### src/rtl/uart_bcd_word_assembler_if.sv
// Byte-in / BCD-word-out bundle between the UART receiver side (master) and
// the word assembler (slave).
interface uart_bcd_word_assembler_if #(
  parameter int N_DIGITS = 3
);
  localparam int W  = 4 * N_DIGITS;
  localparam int CW = $clog2(N_DIGITS + 1);

  logic          byte_valid;
  logic [7:0]    byte_data;
  logic          flush;
  logic [W-1:0]  word_data;
  logic          word_valid;
  logic          digit_error;
  logic          timeout_error;
  logic          busy;
  logic [CW-1:0] digit_count;

  modport master (
    output byte_valid, byte_data, flush,
    input  word_data, word_valid, digit_error, timeout_error, busy, digit_count
  );

  modport slave (
    input  byte_valid, byte_data, flush,
    output word_data, word_valid, digit_error, timeout_error, busy, digit_count
  );
endinterface

### src/rtl/uart_bcd_word_assembler.sv
// Packs one decimal digit per received byte into an N_DIGITS BCD word with
// validation, optional timeout and flush; word_data only moves on completion.
module uart_bcd_word_assembler #(
  parameter int N_DIGITS       = 3,
  parameter int MSD_FIRST      = 0,
  parameter int ASCII_MODE     = 0,
  parameter int TIMEOUT_CYCLES = 0
) (
  input logic                        clk,
  input logic                        rst,
  uart_bcd_word_assembler_if.slave   bus_if
);
  localparam int W  = 4 * N_DIGITS;
  localparam int CW = $clog2(N_DIGITS + 1);
  localparam int TW = (TIMEOUT_CYCLES > 1) ? $clog2(TIMEOUT_CYCLES) : 1;

  typedef enum logic {IDLE, COLLECT} state_e;

  state_e        state_q, state_d;
  logic [W-1:0]  partial_q, partial_d;
  logic [W-1:0]  word_q, word_d;
  logic [CW-1:0] count_q, count_d;
  logic [TW-1:0] timer_q, timer_d;
  logic          word_valid_q, word_valid_d;
  logic          digit_err_q, digit_err_d;
  logic          timeout_err_q, timeout_err_d;

  logic [3:0]    digit;
  logic          digit_ok;
  logic [W-1:0]  merged;

  assign digit    = bus_if.byte_data[3:0];
  assign digit_ok = (digit <= 4'd9) &&
                    ((ASCII_MODE == 0) || (bus_if.byte_data[7:4] == 4'h3));

  // Partial register with the incoming digit dropped into slot count_q.
  // Every return to IDLE clears partial_q and count_q, so slot 0 is correct there.
  always_comb begin
    merged = partial_q;
    for (int i = 0; i < N_DIGITS; i++) begin
      if (count_q == CW'(i)) begin
        merged[((MSD_FIRST != 0) ? (N_DIGITS - 1 - i) : i) * 4 +: 4] = digit;
      end
    end
  end

  always_comb begin
    // NOTE: every next-state signal gets a default first so no path leaves it
    // unassigned, which would otherwise infer a latch.
    state_d       = state_q;
    partial_d     = partial_q;
    count_d       = count_q;
    timer_d       = timer_q;
    word_d        = word_q;
    word_valid_d  = 1'b0;
    digit_err_d   = 1'b0;
    timeout_err_d = 1'b0;

    if (bus_if.flush) begin
      state_d   = IDLE;
      partial_d = '0;
      count_d   = '0;
      timer_d   = '0;
    end else if (bus_if.byte_valid) begin
      timer_d = '0;
      if (!digit_ok) begin
        digit_err_d = 1'b1;
        state_d     = IDLE;
        partial_d   = '0;
        count_d     = '0;
      end else if (count_q == CW'(N_DIGITS - 1)) begin
        word_d       = merged;
        word_valid_d = 1'b1;
        state_d      = IDLE;
        partial_d    = '0;
        count_d      = '0;
      end else begin
        partial_d = merged;
        count_d   = count_q + 1'b1;
        state_d   = COLLECT;
      end
    end else if ((TIMEOUT_CYCLES > 0) && (state_q == COLLECT)) begin
      if (timer_q == TW'(TIMEOUT_CYCLES - 1)) begin
        timeout_err_d = 1'b1;
        state_d       = IDLE;
        partial_d     = '0;
        count_d       = '0;
        timer_d       = '0;
      end else begin
        timer_d = timer_q + 1'b1;
      end
    end
  end

  // NOTE: state registers use non-blocking assignments so every flop samples
  // the pre-edge values regardless of statement order.
  always_ff @(posedge clk or posedge rst) begin
    if (rst) begin
      state_q       <= IDLE;
      partial_q     <= '0;
      word_q        <= '0;
      count_q       <= '0;
      timer_q       <= '0;
      word_valid_q  <= 1'b0;
      digit_err_q   <= 1'b0;
      timeout_err_q <= 1'b0;
    end else begin
      state_q       <= state_d;
      partial_q     <= partial_d;
      word_q        <= word_d;
      count_q       <= count_d;
      timer_q       <= timer_d;
      word_valid_q  <= word_valid_d;
      digit_err_q   <= digit_err_d;
      timeout_err_q <= timeout_err_d;
    end
  end

  assign bus_if.word_data     = word_q;
  assign bus_if.word_valid    = word_valid_q;
  assign bus_if.digit_error   = digit_err_q;
  assign bus_if.timeout_error = timeout_err_q;
  assign bus_if.busy          = (state_q == COLLECT);
  assign bus_if.digit_count   = count_q;
endmodule

### src/flat_wrapper.sv
// flat-port wrapper written by rule: the top's interface ports become plain ports
module uart_bcd_word_assembler_flat 
#(
  parameter int N_DIGITS       = 3,
  parameter int MSD_FIRST      = 0,
  parameter int ASCII_MODE     = 0,
  parameter int TIMEOUT_CYCLES = 0
)
  (clk, rst, bus_if_byte_valid, bus_if_byte_data, bus_if_flush, bus_if_word_data, bus_if_word_valid, bus_if_digit_error, bus_if_timeout_error, bus_if_busy, bus_if_digit_count);
  uart_bcd_word_assembler_if #(.N_DIGITS(N_DIGITS)) bus_if_i ();
  input logic clk;
  input logic rst;
  input wire logic [$bits(bus_if_i.byte_valid)-1:0] bus_if_byte_valid;
  input wire logic [$bits(bus_if_i.byte_data)-1:0] bus_if_byte_data;
  input wire logic [$bits(bus_if_i.flush)-1:0] bus_if_flush;
  output wire logic [$bits(bus_if_i.word_data)-1:0] bus_if_word_data;
  output wire logic [$bits(bus_if_i.word_valid)-1:0] bus_if_word_valid;
  output wire logic [$bits(bus_if_i.digit_error)-1:0] bus_if_digit_error;
  output wire logic [$bits(bus_if_i.timeout_error)-1:0] bus_if_timeout_error;
  output wire logic [$bits(bus_if_i.busy)-1:0] bus_if_busy;
  output wire logic [$bits(bus_if_i.digit_count)-1:0] bus_if_digit_count;
  assign bus_if_i.byte_valid = bus_if_byte_valid;
  assign bus_if_i.byte_data = bus_if_byte_data;
  assign bus_if_i.flush = bus_if_flush;
  assign bus_if_word_data = bus_if_i.word_data;
  assign bus_if_word_valid = bus_if_i.word_valid;
  assign bus_if_digit_error = bus_if_i.digit_error;
  assign bus_if_timeout_error = bus_if_i.timeout_error;
  assign bus_if_busy = bus_if_i.busy;
  assign bus_if_digit_count = bus_if_i.digit_count;
  uart_bcd_word_assembler #(.N_DIGITS(N_DIGITS), .MSD_FIRST(MSD_FIRST), .ASCII_MODE(ASCII_MODE), .TIMEOUT_CYCLES(TIMEOUT_CYCLES)) u_core (.clk(clk), .rst(rst), .bus_if(bus_if_i));
endmodule
### config.mk
export PLATFORM = sky130hd
export DESIGN_NAME = uart_bcd_word_assembler_flat
export DESIGN_NICKNAME = d
export VERILOG_FILES = /design/src/rtl/uart_bcd_word_assembler_if.sv /design/src/rtl/uart_bcd_word_assembler.sv /design/src/flat_wrapper.sv
export SDC_FILE = /design/constraint.sdc
export NUM_CORES = 1
export LEC_CHECK = 0
export ABC_AREA = 1
export CORE_MARGIN = 10
export CORE_UTILIZATION = 40
export CTS_CLUSTER_DIAMETER = 80
export CTS_CLUSTER_SIZE = 30
export DETAILED_ROUTE_END_ITERATION = 16
export MAX_ROUTING_LAYER = met4
export PLACE_DENSITY_LB_ADDON = 0.1
export REMOVE_ABC_BUFFERS = 1
export SLEW_MARGIN = 40
export SYNTH_ARGS = -nofsm -noshare
export SYNTH_HDL_FRONTEND = slang
export SYNTH_SLANG_ARGS = --single-unit
### constraint.sdc
create_clock -name clk -period 2 [get_ports clk]
set_input_delay 0.4 -clock clk [delete_from_list [all_inputs] [get_ports clk]]
set_output_delay 0.4 -clock clk [all_outputs]
set_load 0.005 [all_outputs]
### Word level (Yosys, flattened, before mapping)

Cells that the tools add are included.

| cells by class | value |
|---|---|
| add/sub/neg operators | 1 |
| magnitude comparators | 1 |
| equality and inequality tests | 2 |
| muxes and demuxes | 22 |
| bitwise logic cells | 1 |
| reduce and logical (&&, ||, !) cells | 3 |

Operators by type and width:

| cell | count |
|---|---|
| two-way mux 12 bit | 4 |
| two-way mux 4 bit | 3 |
| two-way mux 1 bit | 11 |
| two-way mux 2 bit | 4 |
| less-or-equal comparator 4 bit (second input constant) | 1 |
| AND reduction 4 bit | 1 |
| adder 2 x 1 -> 2 bit (second input constant) | 1 |
| equality test 2 x 1 -> 1 bit (second input constant) | 1 |
| equality test 2 bit (second input constant) | 1 |
| logical NOT 2 bit | 1 |
| nonzero test 2 bit | 1 |
| inverter 1 bit | 1 |

| word-level totals | value |
|---|---|
| bits in registers | 29 |
| input bits | 12 |
| output and inout port bits | 18 |
| logic and storage cells | 36 |

### Logic depth before layout (Yosys ltp)

| logic depth | value |
|---|---|
| word-level depth | 6 |
| gate-level depth with buffers | 7 |

### Least setup slack after synthesis

OpenSTA, ideal clock, no wires.

| timing path | value |
|---|---|
| path kind | flip-flop to flip-flop |
| from | register u_core.count_q[0] (netlist: u_core.bus_if.digit_count[0]) |
| to | register u_core.word_q[0] (netlist: u_core.bus_if.word_data[0]) |
| setup time | 0.117 ns |
| arrival | 1.088 ns |
| required time | 1.883 ns |
| slack | 0.794 ns |
| stages on the path, launching flop included | 7 |
| path buffers | 2 |
| clock period less this slack | 1.206 ns |
| path through | dfrtp_1 -> buf_2 -> nor2_4 -> nand3_2 -> buf_2 -> nand2_1 -> nand2_1 |

| on the way | value |
|---|---|
| longest elaborated chain between the ends | 2 |

Ends and longest elaborated chain:

| element | line | text |
|---|---|---|
| start, declared | uart_bcd_word_assembler.sv:22 | `logic [CW-1:0] count_q, count_d;` |
| start signal, assigned | uart_bcd_word_assembler.sv:111 | `count_q <= count_d;` |
| equality test 2 bit / logical NOT 2 bit (equally long branches) | uart_bcd_word_assembler.sv:71, uart_bcd_word_assembler.sv:41 |  |
| AND reduction 4 bit (no line) / two-way mux 4 bit (equally long branches) | - |  |
| end signal, assigned | uart_bcd_word_assembler.sv:110 | `word_q <= word_d;` |
| end, declared | uart_bcd_word_assembler.sv:21 | `logic [W-1:0] word_q, word_d;` |

Parallel ways exist; a longest one is shown, timed or not.
A chain may end at the register's enable or synchronous reset.

### Worst setup path after layout

| timing path | value |
|---|---|
| from | register u_core.count_q[0] (netlist: u_core.bus_if.digit_count[0]) |
| to | output port bus_if_digit_count[0] |

RTL lines:

| element | line | text |
|---|---|---|
| end, declared | flat_wrapper.sv:21 | `output wire logic [$bits(bus_if_i.digit_count)-1:0] bus_if_digit_count;` |

No word-level cell between the ends.

==> run summary <==
status = complete, no violations
latest clock arrival within the worst-skew pair = 0.33 ns
sequential-to-total area share from yosys stat = 52.7%
cts repair resizes = 0
standard-cell rows = 19
Num Clock Sinks = 25
unrepaired setup endpoints after global routing = no
mux contribution to synthesized area = 0%
num ports = 30
Cell Area, Synth = 1190 um2
DR vias/cell = 4.92
largest net degree at the start of global routing = 26
initial core utilization = 42.3%
post-DP HPWL = 2010 um
Remaining Overflow, GRT = 0
Crit Path Max Fanout = 9
post-route DRC violation count = 0
drt first pass iters = 4
Final TNS setup = 0 ns
#FFs+latches synth = 25
core area = 2810 um2
Hold Violations, Final = 0
share of cells above drive strength 1 = 12.0%
post-synthesis cell count = 143
worst r2r path cells = 4
crit path cell chain = clkdlybuf4s50_1
pre-CTS setup slack = 0.201 ns
hold_ws = 0.399 ns
Final setup violation count = 0
internal cell power = 0.000701 W
Max Cap Viol = 0
Clock Skew = 0.00296 ns
drt wl/cell = 13.2 um
Gate power share = 18.6%
post-layout util = 52.4%
Tmin final = 1.86 ns
Synth Area in Compound Gates = 2.85%
total die area = 5550 um2
initial antenna violation count = 0
Sequential Power Share = 57.4%
Synth-to-Final Area Change = 23.8%
CTS Buffer Depth = 2
Arr. time, crit path = 1.46 ns
Final #Nets = 180
Crit path max-delay family = buffers and inverters
HP Class = input pin to asynchronous set/reset pin
postcts setup bufs = 0
Psw = 0.000271 W
PwrDens = 661 nW/um2
Sw Share = 27.9%
drt first-iter violations = 58
commonest non-fill, non-tap cell in the layout = nand2_1
Final WS setup = 0.141 ns
Critical Path Start Type = register
CTS H-Tree Depth = 1
worst stage delay on the critical path = 0.57 ns
CP Class = register to output port
Crit-path slowest cell = clkdlybuf4s50_1
vias in the first global route = 947
period utilization = 93.0%
Critical Path RT = 1.60 ns
hold_buf cts = 0
f_max = 538 MHz
chip width = 74.5 um
final slew viol count = 0
xor/xnor share of the synthesized area = 0%
clock share of power = 23.9%
Mapped Avg Cell Area = 8.30 um2
Ant. Diodes = 0
port bufs = 24
vias post-DR = 975
overall power = 0.000972 W
adder and majority gate portion of the synthesized area = 0%
Global Route Usage Sum = 10.4%
simple-gate area share of the yosys netlist = 37.7%
WP depth = 1
Ys Warns = 0
most frequent cells in the layout = nand2_1, dfrtp_1, clkdlybuf4s50_1
Leakage = 0.783 nW
CP bufs+invs = 1
Reg clk slew, reported paths = 0.14 ns
post-synth cell types = 18
clock buffer count from CTS = 3
ANT nets after route = 0
final WL = 2610 um
worst-case vdd ir drop = 0.404 mV
CTS root buffer = clkbuf_4
CP Capture Type = output port
largest family of logic cells by synthesized area = simple AND/OR/NAND/NOR gates
Die Y-Extent = 74.5 um
TritonCTS clock tree = built
Placer Congestion = 0.829
first-pass GRT wire length = 4460 um
-- path summary, 6_finish.rpt --
check	slack [ns]	from	endpoint
hold reg to reg	0.49	u_core.bus_if.word_data[8]	u_core.bus_if.word_data[8]
hold / removal	0.40	rst	u_core.bus_if.word_valid
setup reg to reg	0.72	u_core.bus_if.digit_count[0]	u_core.bus_if.word_data[10]
setup / recovery	0.14	u_core.bus_if.digit_count[0]	bus_if_digit_count[0]
min in group clk	0.49	u_core.bus_if.word_data[8]	u_core.bus_if.word_data[8]
max in group asynchronous	1.36	rst	u_core.bus_if.digit_count[1]
-- cell type report --
class,count,area [um2]
Clock buffer,3,22.5
Clock inverter,1,5.00
Fill cell,278,1340
Inverter,10,37.5
Multi-Input combinational cell,102,485
Sequential cell,25,626
Tap cell,31,38.8
Timing Repair Buffer,26,255
-- power groups by stage --
stage	clock network, W	logic, W	registers, W
2_1_floorplan	0	0.0000814	0.000570
3_3_place_gp	0	0.000183	0.000567
3_5_place_dp	0	0.000184	0.000569
4_1_cts	0.000243	0.000185	0.000559
5_1_grt	0.000260	0.000203	0.000564
6_report	0.000233	0.000181	0.000558
-- cells by family after synthesis --
family | Yosys count
AOI/OAI and AO/OA | 4
other | 1
buffers and inverters | 16
DFF | 25
and+or+nand+nor | 97
-- routing by layer --
| layer | GRT usage, % | part of all wire [%] | vias to the layer above |
|---|---|---|---|
| li1 | - | - | 501 |
| met1 | 12.4 | 46 | 452 |
| met2 | 16.3 | 47 | 18 |
| met3 | 3.06 | 5.8 | 4 |
| met4 | 3.78 | 1.5 | 0 |
| met5 | - | 0 | - |
-- through the flow --
step,std cells,instance area [um2]
global placement,194,1440
floorplan,137,1150
global route,198,1470
CTS,198,1470
detailed placement,194,1440
finish,198,1470
-- tightest hold or removal path, stage by stage --
cell             delay [ns]
clkdlybuf4s50_1        0.40
inv_1                  0.05
buf_4                  0.29
-- Yosys cell counts --
cell type / instances / area share, %
nand2_1: 65 / 21
nor2_1: 3 / 0.95
inv_1: 2 / 0.63
buf_4: 1 / 0.63
nand3_2: 1 / 0.84
nor2_2: 1 / 0.53
nor2_4: 1 / 0.95
nand4_1: 4 / 2.1
dfrtp_1: 25 / 53
o21ai_4: 1 / 1.4
o21ai_1: 1 / 0.42
conb_1: 1 / 0.32
o22ai_1: 2 / 1.1
buf_6: 1 / 0.95
nor2_8: 2 / 3.4
buf_2: 4 / 1.7
nand3_1: 20 / 8.4
inv_2: 8 / 2.5
-- flip-flops by register name, summed over array words and instances (netlist names) --
register                   count
u_core.bus_if.word_data       12
u_core.partial_q               8
u_core.bus_if.digit_count      2
u_core.bus_if.busy             1
u_core.bus_if.digit_error      1
u_core.bus_if.word_valid       1
Note: power is estimated with default switching activity, not from simulation.
